==> src/rtl/trigger_seq.sv <==
// trigger_seq -- multi-stage trigger sequencer for the logic analyzer capture path.
//
// NUM_CH channels are compared against per-channel edge/level conditions. Up to
// NUM_STAGES ordered stages, each an AND of selected channel conditions and the
// protocol trigger, must be met in sequence. A programmable delay follows the
// final stage before the sticky `triggered` output is raised.
//
// Ports:
//   clk, rst           clock, synchronous active-high reset
//   armed              sequencer runs only while high
//   ch_h / ch_l        sampled high/low threshold channel values
//   ch_cfg             5 bits per channel: rise, fall, high, low, don't-care
//   prot_trig          protocol trigger pulse
//   stage_mask         NUM_CH+1 bits per stage (channels, then prot_trig)
//   last_stage         index of the final stage (clamped to NUM_STAGES-1)
//   trig_delay         cycles from final-stage match to `triggered`
//   stage_timeout      per-stage timeout (TRIG_STAGE_TIMEOUT_EN builds only)
//   set_capture_done   clears `triggered`
//   triggered          sticky trigger flag
//   trig_pulse         one-cycle pulse when `triggered` rises
//   cur_stage          stage currently being evaluated
//
// Optional feature macro: TRIG_STAGE_TIMEOUT_EN -- adds a per-stage timeout that
// drops the sequence back to stage 0 when a stage >= 1 waits too long.

module trigger_seq_ch (
  input  logic       i_h,
  input  logic       i_l,
  input  logic       i_prev_h,
  input  logic       i_prev_l,
  input  logic [4:0] i_cfg,
  output logic       o_lvl,
  output logic       o_edge
);
  assign o_edge = (i_cfg[4] & i_h & ~i_prev_h) | (i_cfg[3] & ~i_l & i_prev_l);
  assign o_lvl  = (i_cfg[2] & i_h) | (i_cfg[1] & ~i_l) | i_cfg[0];
endmodule

module trigger_seq #(
  parameter int NUM_CH     = 5,
  parameter int NUM_STAGES = 4,
  parameter int CNT_W      = 16,
  parameter int SW         = $clog2(NUM_STAGES)
) (
  input  logic                             clk,
  input  logic                             rst,
  input  logic                             armed,
  input  logic [NUM_CH-1:0]                ch_h,
  input  logic [NUM_CH-1:0]                ch_l,
  input  logic [5*NUM_CH-1:0]              ch_cfg,
  input  logic                             prot_trig,
  input  logic [NUM_STAGES*(NUM_CH+1)-1:0] stage_mask,
  input  logic [SW-1:0]                    last_stage,
  input  logic [CNT_W-1:0]                 trig_delay,
  input  logic [CNT_W-1:0]                 stage_timeout,
  input  logic                             set_capture_done,
  output logic                             triggered,
  output logic                             trig_pulse,
  output logic [SW-1:0]                    cur_stage
);
  localparam int MW = NUM_CH + 1;

  typedef enum logic [1:0] {IDLE, STAGE, DELAY, TRIG} state_t;

  state_t                          r_state, w_state_nx;
  logic [SW-1:0]                   r_stage, w_stage_nx;
  logic [MW-1:0]                   r_stk, w_stk_nx;
  logic [CNT_W-1:0]                r_dly, w_dly_nx;
  logic                            r_pulse, w_pulse_nx;
  logic [NUM_CH-1:0]               r_prev_h, r_prev_l;
  logic [NUM_CH-1:0]               w_lvl, w_edge;
  logic [MW-1:0]                   w_hit, w_cond, w_mask;
  logic [NUM_STAGES-1:0][MW-1:0]   w_masks;
  logic [SW-1:0]                   w_last;
  logic                            w_sat, w_final, w_timeout;

  for (genvar i = 0; i < NUM_CH; i++) begin : g_ch
    trigger_seq_ch u_ch (
      .i_h      (ch_h[i]),
      .i_l      (ch_l[i]),
      .i_prev_h (r_prev_h[i]),
      .i_prev_l (r_prev_l[i]),
      .i_cfg    (ch_cfg[5*i +: 5]),
      .o_lvl    (w_lvl[i]),
      .o_edge   (w_edge[i])
    );
  end

  // Clamp is only needed when the index width can express out-of-range stages.
  if ((1 << SW) > NUM_STAGES) begin : g_clamp
    assign w_last = (last_stage > SW'(NUM_STAGES-1)) ? SW'(NUM_STAGES-1) : last_stage;
  end else begin : g_noclamp
    assign w_last = last_stage;
  end

  // Edge hits and prot_trig may be remembered (sticky); levels count only live.
  assign w_hit   = {prot_trig, w_edge};
  assign w_cond  = {1'b0, w_lvl} | w_hit | r_stk;
  assign w_masks = stage_mask;
  assign w_mask  = w_masks[r_stage];
  assign w_sat   = &(~w_mask | w_cond);
  assign w_final = (r_stage >= w_last);

`ifdef TRIG_STAGE_TIMEOUT_EN
  logic [CNT_W-1:0] r_to;
  assign w_timeout = (r_state == STAGE) && (r_stage != '0) && (stage_timeout != '0) &&
                     ((r_to + CNT_W'(1)) == stage_timeout);
  always_ff @(posedge clk) begin
    if (rst)
      r_to <= '0;
    else if ((r_state == STAGE) && armed && (r_stage != '0) && !w_sat && !w_timeout)
      r_to <= r_to + CNT_W'(1);
    else
      r_to <= '0;
  end
`else
  logic w_unused_to;
  assign w_timeout   = 1'b0;
  assign w_unused_to = ^stage_timeout;
`endif

  always_comb begin
    w_state_nx = r_state;
    w_stage_nx = r_stage;
    w_stk_nx   = r_stk;
    w_dly_nx   = r_dly;
    w_pulse_nx = 1'b0;
    case (r_state)
      IDLE: begin
        w_stage_nx = '0;
        w_stk_nx   = '0;
        if (armed) w_state_nx = STAGE;
      end
      STAGE: begin
        if (!armed) begin
          w_state_nx = IDLE;
          w_stage_nx = '0;
          w_stk_nx   = '0;
        end else if (w_sat) begin
          // The satisfying edge is consumed: nothing carries into the next stage.
          w_stk_nx = '0;
          if (!w_final)
            w_stage_nx = r_stage + SW'(1);
          else if (trig_delay != '0) begin
            w_state_nx = DELAY;
            w_dly_nx   = trig_delay;
          end else if (set_capture_done) begin
            w_state_nx = IDLE;
            w_stage_nx = '0;
          end else begin
            w_state_nx = TRIG;
            w_pulse_nx = 1'b1;
          end
        end else if (w_timeout) begin
          w_stage_nx = '0;
          w_stk_nx   = '0;
        end else begin
          w_stk_nx = r_stk | w_hit;
        end
      end
      DELAY: begin
        w_dly_nx = r_dly - CNT_W'(1);
        if (!armed) begin
          w_state_nx = IDLE;
          w_stage_nx = '0;
          w_dly_nx   = '0;
        end else if (r_dly == CNT_W'(1)) begin
          if (set_capture_done) begin
            w_state_nx = IDLE;
            w_stage_nx = '0;
          end else begin
            w_state_nx = TRIG;
            w_pulse_nx = 1'b1;
          end
        end
      end
      TRIG: begin
        if (set_capture_done) begin
          w_state_nx = IDLE;
          w_stage_nx = '0;
        end
      end
      default: begin
        w_state_nx = IDLE;
        w_stage_nx = '0;
      end
    endcase
  end

  always_ff @(posedge clk) begin
    if (rst) begin
      r_state  <= IDLE;
      r_stage  <= '0;
      r_stk    <= '0;
      r_dly    <= '0;
      r_pulse  <= 1'b0;
      r_prev_h <= '0;
      r_prev_l <= '1;
    end else begin
      r_state  <= w_state_nx;
      r_stage  <= w_stage_nx;
      r_stk    <= w_stk_nx;
      r_dly    <= w_dly_nx;
      r_pulse  <= w_pulse_nx;
      r_prev_h <= ch_h;
      r_prev_l <= ch_l;
    end
  end

  assign triggered  = (r_state == TRIG);
  assign trig_pulse = r_pulse;
  assign cur_stage  = r_stage;
endmodule

==> config.mk <==
export PLATFORM = sky130hd
export DESIGN_NAME = trigger_seq
export DESIGN_NICKNAME = d
export VERILOG_FILES = /design/src/rtl/trigger_seq.sv
export SDC_FILE = /design/constraint.sdc
export NUM_CORES = 1
export LEC_CHECK = 0
export BUFFER_PORTS_ARGS = -buffer_cell sky130_fd_sc_hd__buf_2
export CAP_MARGIN = 20
export CORE_ASPECT_RATIO = 0.75
export CORE_MARGIN = 4
export CORE_UTILIZATION = 45
export CTS_CLUSTER_SIZE = 30
export DETAILED_ROUTE_END_ITERATION = 16
export GPL_ROUTABILITY_DRIVEN = 0
export PLACE_DENSITY = 0.76
export SYNTH_ARGS = -nofsm -noshare
export SYNTH_HDL_FRONTEND = slang
export SYNTH_SLANG_ARGS = --single-unit
==> constraint.sdc <==
create_clock -name clk -period 3.1 [get_ports clk]
set_input_delay 0.62 -clock clk [delete_from_list [all_inputs] [get_ports clk]]
set_output_delay 0.62 -clock clk [all_outputs]
set_load 0.05 [all_outputs]
=== Word-level counts from Yosys, hierarchy flattened ===
Index checks and enable logic that the tools add are counted.
Widths: inputs -> output; s select.

* Input bits: 98
* Word-level logic and storage cells: 130
* Register bits after elaboration: 37

* Magnitude comparators: 2
* Reduce and logical (&&, ||, !) cells: 8
* Muxes and demuxes: 37
* Bitwise logic cells: 60
* Equality and inequality tests: 14
* Add/subtract/negate cells: 2

{| class="wikitable"
|+ Operators with widths
! kind !! count
|-
| $mux 16 || 5
|-
| $mux 2 || 16
|-
| $pmux 16 s2 || 1
|-
| $and 1x1->1 || 30
|-
| $mux 6 || 3
|-
| $or 6x6->6 || 3
|-
| $eq 16x1->1 const B || 1
|-
| $pmux 2 s4 || 2
|-
| $reduce_bool 16->1 || 1
|-
| $sub 16x1->16 const B || 1
|-
| $or 1x1->1 || 15
|-
| $bmux 6 s2 || 1
|-
| $ne 2x2->1 const B || 6
|-
| $pmux 6 s2 || 1
|-
| $not 1->1 || 10
|-
| $reduce_and 5->1 || 2
|-
| $ne 3x3->1 const B || 3
|-
| $mux 1 || 7
|-
| $not 6->6 || 1
|-
| $or 5x6->6 || 1
|-
| $reduce_and 6->1 || 1
|-
| $eq 2x2->1 const B || 2
|-
| $ne 4x4->1 const B || 1
|-
| $reduce_bool 2->1 || 2
|-
| other kinds (7) || 7
|}

=== Longest topological paths before layout ===
* Depth in word-level cells: 11
* Depth in mapped cells: 10
* Mapped depth without buffers: 9

=== Hierarchy ===
A second synthesis with hierarchy kept.

* Cells, all modules: 306
* Area total of the unflattened synthesis: 2616.3 um^2

{| class="wikitable"
|+ By module, submodules not included
! module !! instances !! area each (um^2) !! cells each
|-
| trigger_seq || 1 || 2447.3 || 276
|-
| trigger_seq_ch || 5 || 33.8 || 6
|}

=== Least setup slack after synthesis ===
OpenSTA, ideal clock, no wires.

* Kind: register -> register
* Start: register r_stage[0], in the netlist cur_stage[0]
* End: register r_pulse, in the netlist trig_pulse
* Setup time: 100 ps
* Stages on the path, launching flop included: 8
* Data required time: 3000 ps
* Arrival time: 2543 ps
* Slack: 457 ps
* Cells stage by stage: dfxtp_1 -> buf_6 -> mux4_2 -> a32oi_1 -> nand3_2 -> or3_4 -> nand3b_4 -> a2111oi_4

* Cells in the longest elaborated chain, start to end: 8
* Elaborated cells between the ends (all ways): 10
* Classes of those cells: 1 x order compare; 6 x mux; 2 x bitwise; 1 x reduce/logical

{| class="wikitable"
|+ RTL lines
! item !! RTL line !! text
|-
| from (decl) || 66 || <nowiki>logic [SW-1:0] r_stage, w_stage_nx;</nowiki>
|-
| from (signal assigned) || 201 || <nowiki>r_stage <= w_stage_nx;</nowiki>
|-
| $bmux 6 s2 || 100 || <nowiki>assign w_mask = w_masks[r_stage];</nowiki>
|-
| $mux 6 (implied by the code) || 100 ||
|-
| $not 6->6 || 101 || <nowiki>assign w_sat = &(~w_mask | w_cond);</nowiki>
|-
| $or 6x6->6 || 101 ||
|-
| $reduce_and 6->1 || 101 ||
|-
| $mux 1 * || 139 || <nowiki>end else if (w_sat) begin</nowiki>
|-
| $mux 1 * || 135 || <nowiki>if (!armed) begin</nowiki>
|-
| $pmux 1 s2 * || 128 || <nowiki>case (r_state)</nowiki>
|-
| to (signal assigned) || 204 || <nowiki>r_pulse <= w_pulse_nx;</nowiki>
|-
| to (decl) || 69 || <nowiki>logic r_pulse, w_pulse_nx;</nowiki>
|}

Mark *: on every way between the ends. The rest lies on a longest branch, timed or not. The select of a mux whose other input is x is not followed.
A chain may end at the register's enable or synchronous reset.

=== Final worst setup path ===
* Start: register r_stage[0], in the netlist cur_stage[0]
* End: register r_dly[12]

* Cells in the longest elaborated chain, start to end: 7
* Elaborated cells between the ends (all ways): 9
* Classes of those cells: 1 x order compare; 2 x eq/ne; 2 x mux; 2 x bitwise; 2 x reduce/logical

{| class="wikitable"
|+ RTL lines
! item !! RTL line !! text
|-
| $bmux 6 s2 || 100 ||
|-
| $mux 6 (implied by the code) || 100 ||
|-
| $not 6->6 || 101 ||
|-
| $or 6x6->6 || 101 ||
|-
| $reduce_and 6->1 || 101 ||
|-
| $ne 2x2->1 (no line) || n/a ||
|-
| $reduce_and 5->1 (no line) * || n/a ||
|-
| to (signal assigned) || 203 || <nowiki>r_dly <= w_dly_nx;</nowiki>
|-
| to (decl) || 68 || <nowiki>logic [CNT_W-1:0] r_dly, w_dly_nx;</nowiki>
|}

Marks and branches as above.

==> metrics.txt <==
Fillers=~450; Pwr Density=around 450 nW/um^2; vias in the first global route=2316; Slew Limit Fails=0; post-synthesis mux area share=0.07430; cts hold-fix bufs=0; RSZ-0062 raised after global routing=false; DR vias/cell=5.640; clock transition at the registers of the reported paths=roughly 70 ps; crit path to=r_dly[12]; Starting Density=0.4814; Mapped Cells=284; input/output buffers=85; Multi-input gate area=1558 sq um; Distinct cells, synth=61; peak supply drop=just under 0.2 mV; final hold vios=0; Finish-stage setup viols=0; row count=22; Design Power=1.341 mW; drt drc=0; DP Area=2897 sq um; Final Instance Area=2998 sq um; sequential area share after synthesis=0.3055; synth cell count leaders=dfxtp_1 (37), nand2_1 (37), a21oi_1 (23), nor2_1 (20); antenna violations before repair=0; relative slew slack=0.5947; Max clock buf depth=2; crit-path max FO=13; die area=6639 sq um; status=finished clean; Die X=~93 microns; number of max-cap violations=0; Post-Syn Nets=390; top cell type's share of synthesized area=0.3055; detailed-route wire length=between 6000 and 7000 microns; period utilisation layout=0.9172; ANT cells=0; Sw Pwr=roughly 0.45 mW; Yosys reg bits=37; Resize count post-CTS=0; maximum clock rate=about 0.35 GHz; Num CTS Buffers=5; Synth Area in Simple Gates=0.2585; CP Launch Point=cur_stage[0]; Mapped Area=approximately 2400 sq um; clock power share=0.282; worst-path cell chain=mux4_2, a32oi_1, nand3_2, o32a_1, or2_2, a21oi_1; sequential cell area=740.7 sq um; WS Path Type=reg -> reg; DRT Pass-1 Iters=5; power share of the combinational group=0.325; reg2reg setup slack=260 ps; Worst Skew=9.470 ps; Fin Setup TNS=0 ps; die height=roughly 70 microns; Post CTS Setup Buffer Count=0; worst path required time=3320 ps; layout cells sized above 1=0.3270; Hold Crit Class=reg -> reg; area leader, netlist=dfxtp_1; Leak=between 1 and 1.5 nW; gr usage total=0.1958; Post-Synth Adder-Cell Area=0.04128; pin count of the biggest net entering global routing=32; number of synthesized flops with an enable pin=0; Top delay family on crit path=compound AO/OA/AOI/OAI gates; worst path arrival time=3060 ps; IO Pins=approximately 100; Max stage delay on crit path=680 ps; area grow syn2layout=23.63%; warning count from the yosys run=0; worst reg2reg endpoint=r_dly[12]; Main synth FF type=dfxtp_1; CP Launch Type=register; CTS Sinks=37; Net Sw Frac=0.3338; Cells on Worst Hold Path=2; XOR/XNOR Fraction of Synth Area=0.02528; gr ovfl total=0; HPWL after DPL=5071 microns; CP max-delay cell=dfxtp_1; first-pass GRT wire length=10660 microns; nature of the critical path endpoint=register; DR vias=2476; Worst Path Buf+Inv=0; Int Pwr=0.8934 mW; ys async rst share=0; core area=just over 5000 sq um; CTS tree=done; NumNets Final=472; DRT antenna net count=0; Detailed Route Iter0 Violations=246; FF-to-FF Start=cur_stage[0]; crit path time final=2843 ps; Tightest Pin Transition=approximately 610 ps; Mapped Avg Cell Area=~8.5 sq um; worst-skew pair later-pin latency=300 ps; Area contributors post-synth=dfxtp_1 (31%), nand2_1 (5.7%), a21oi_1 (4.7%); R2R depth=6; critical path depth=6; Wirelength per Cell=14.94 microns; main combinational cell family by area after synthesis=simple AND/OR/NAND/NOR gates; root buf cell=clkbuf_8; H-Tree Depth=2; Synth Area in Compound Gates=0.2430; sequential share of power=0.394
## placed cells by master, fill, tap and decap left out, types with 2 or more instances in the layout
master and n:
a2111oi_0 4, a211o_1 2, a211oi_1 4, a21oi_1 23, a22o_1 8, a31o_2 2, a31oi_1 5, a32o_1 2
buf_2 85, buf_4 4, clkbuf_8 7, dfxtp_1 37, ha_1 8, inv_1 12, mux2i_1 3, mux4_1 4
mux4_2 2, nand2_1 37, nand3_1 6, nand3b_1 3, nor2_1 20, nor2b_1 12, nor3_1 7, nor4_1 7
o21ai_0 8, o22a_1 3, o22ai_1 2, o31ai_1 3, or2_2 8, or3_1 4, xnor2_1 2, xor2_1 5
## cell type report
| type | count | area share |
|---|---|---|
| Timing Repair Buffer | 89 | 0.1519 |
| Tap cell | 72 | 0.03005 |
| Clock buffer | 7 | 0.03214 |
| Sequential cell | 37 | 0.2471 |
| Clock inverter | 1 | 0.001669 |
| Inverter | 14 | 0.01753 |
| Multi-Input combinational cell | 219 | 0.5196 |
## power groups by stage
stage	combinational, mW	clock (mW)	sequential (mW)
4_1_cts	0.432	0.380	0.527
3_3_place_gp	0.421	0	0.536
2_1_floorplan	0.322	0	0.531
5_1_grt	0.484	0.403	0.531
6_report	0.435	0.378	0.528
3_5_place_dp	0.429	0	0.538
## metal layers
layer	global-route usage	wire [microns]	vias up
met5	0	0	-
li1	-	-	1213
met4	0.04390	58	0
met1	0.2751	2952	1136
met2	0.3049	2969	116
met3	0.04827	578	11
## cell families after synthesis
family | Yosys count
muxes | 9
and+or+nand+nor | 116
DFF | 37
adders and majority gates | 8
xor gates and xnor gates | 7
buffers and inverters | 28
AOI/OAI and AO/OA | 79
## registers in the layout, summed over array words and instances, names as in the netlist
register / count
cur_stage: 2
r_dly: 16
r_prev_h: 5
r_prev_l: 5
r_state: 2
r_stk: 6
trig_pulse: 1
## per-stage QoR
step / instances / hold slack (ps) / setup WS [ps] / util
floorplan: 284 / 422.1 / 457.3 / -
global placement: 431 / 438.0 / 331.7 / 0.5750
detailed placement: 431 / 439.2 / 300.6 / 0.5750
CTS: 439 / 449.8 / 279.1 / 0.5951
global route: 439 / 493.7 / 104.0 / 0.5951
finish: 439 / 451.2 / 256.7 / 0.5951
## how the worst min path moves through the flow
stage / from / to / slack, ps
2_1_floorplan: r_stk[0] / r_stk[0] / 420
3_3_place_gp: r_stk[0] / r_stk[0] / 440
3_5_place_dp: r_stk[0] / r_stk[0] / 440
4_1_cts: r_stk[0] / r_stk[0] / 450
5_1_grt: r_stk[0] / r_stk[0] / 490
6_report: r_stk[0] / r_stk[0] / 450
## worst reg2reg max path, delay by kind of cell (launching register included)
kind,cells,cell delay (ps)
AO/OA/AOI/OAI,3,960
flip-flops,1,680
multiplexers,1,580
AND/OR/NAND/NOR,2,540
Power figures use the tool's default switching activity.
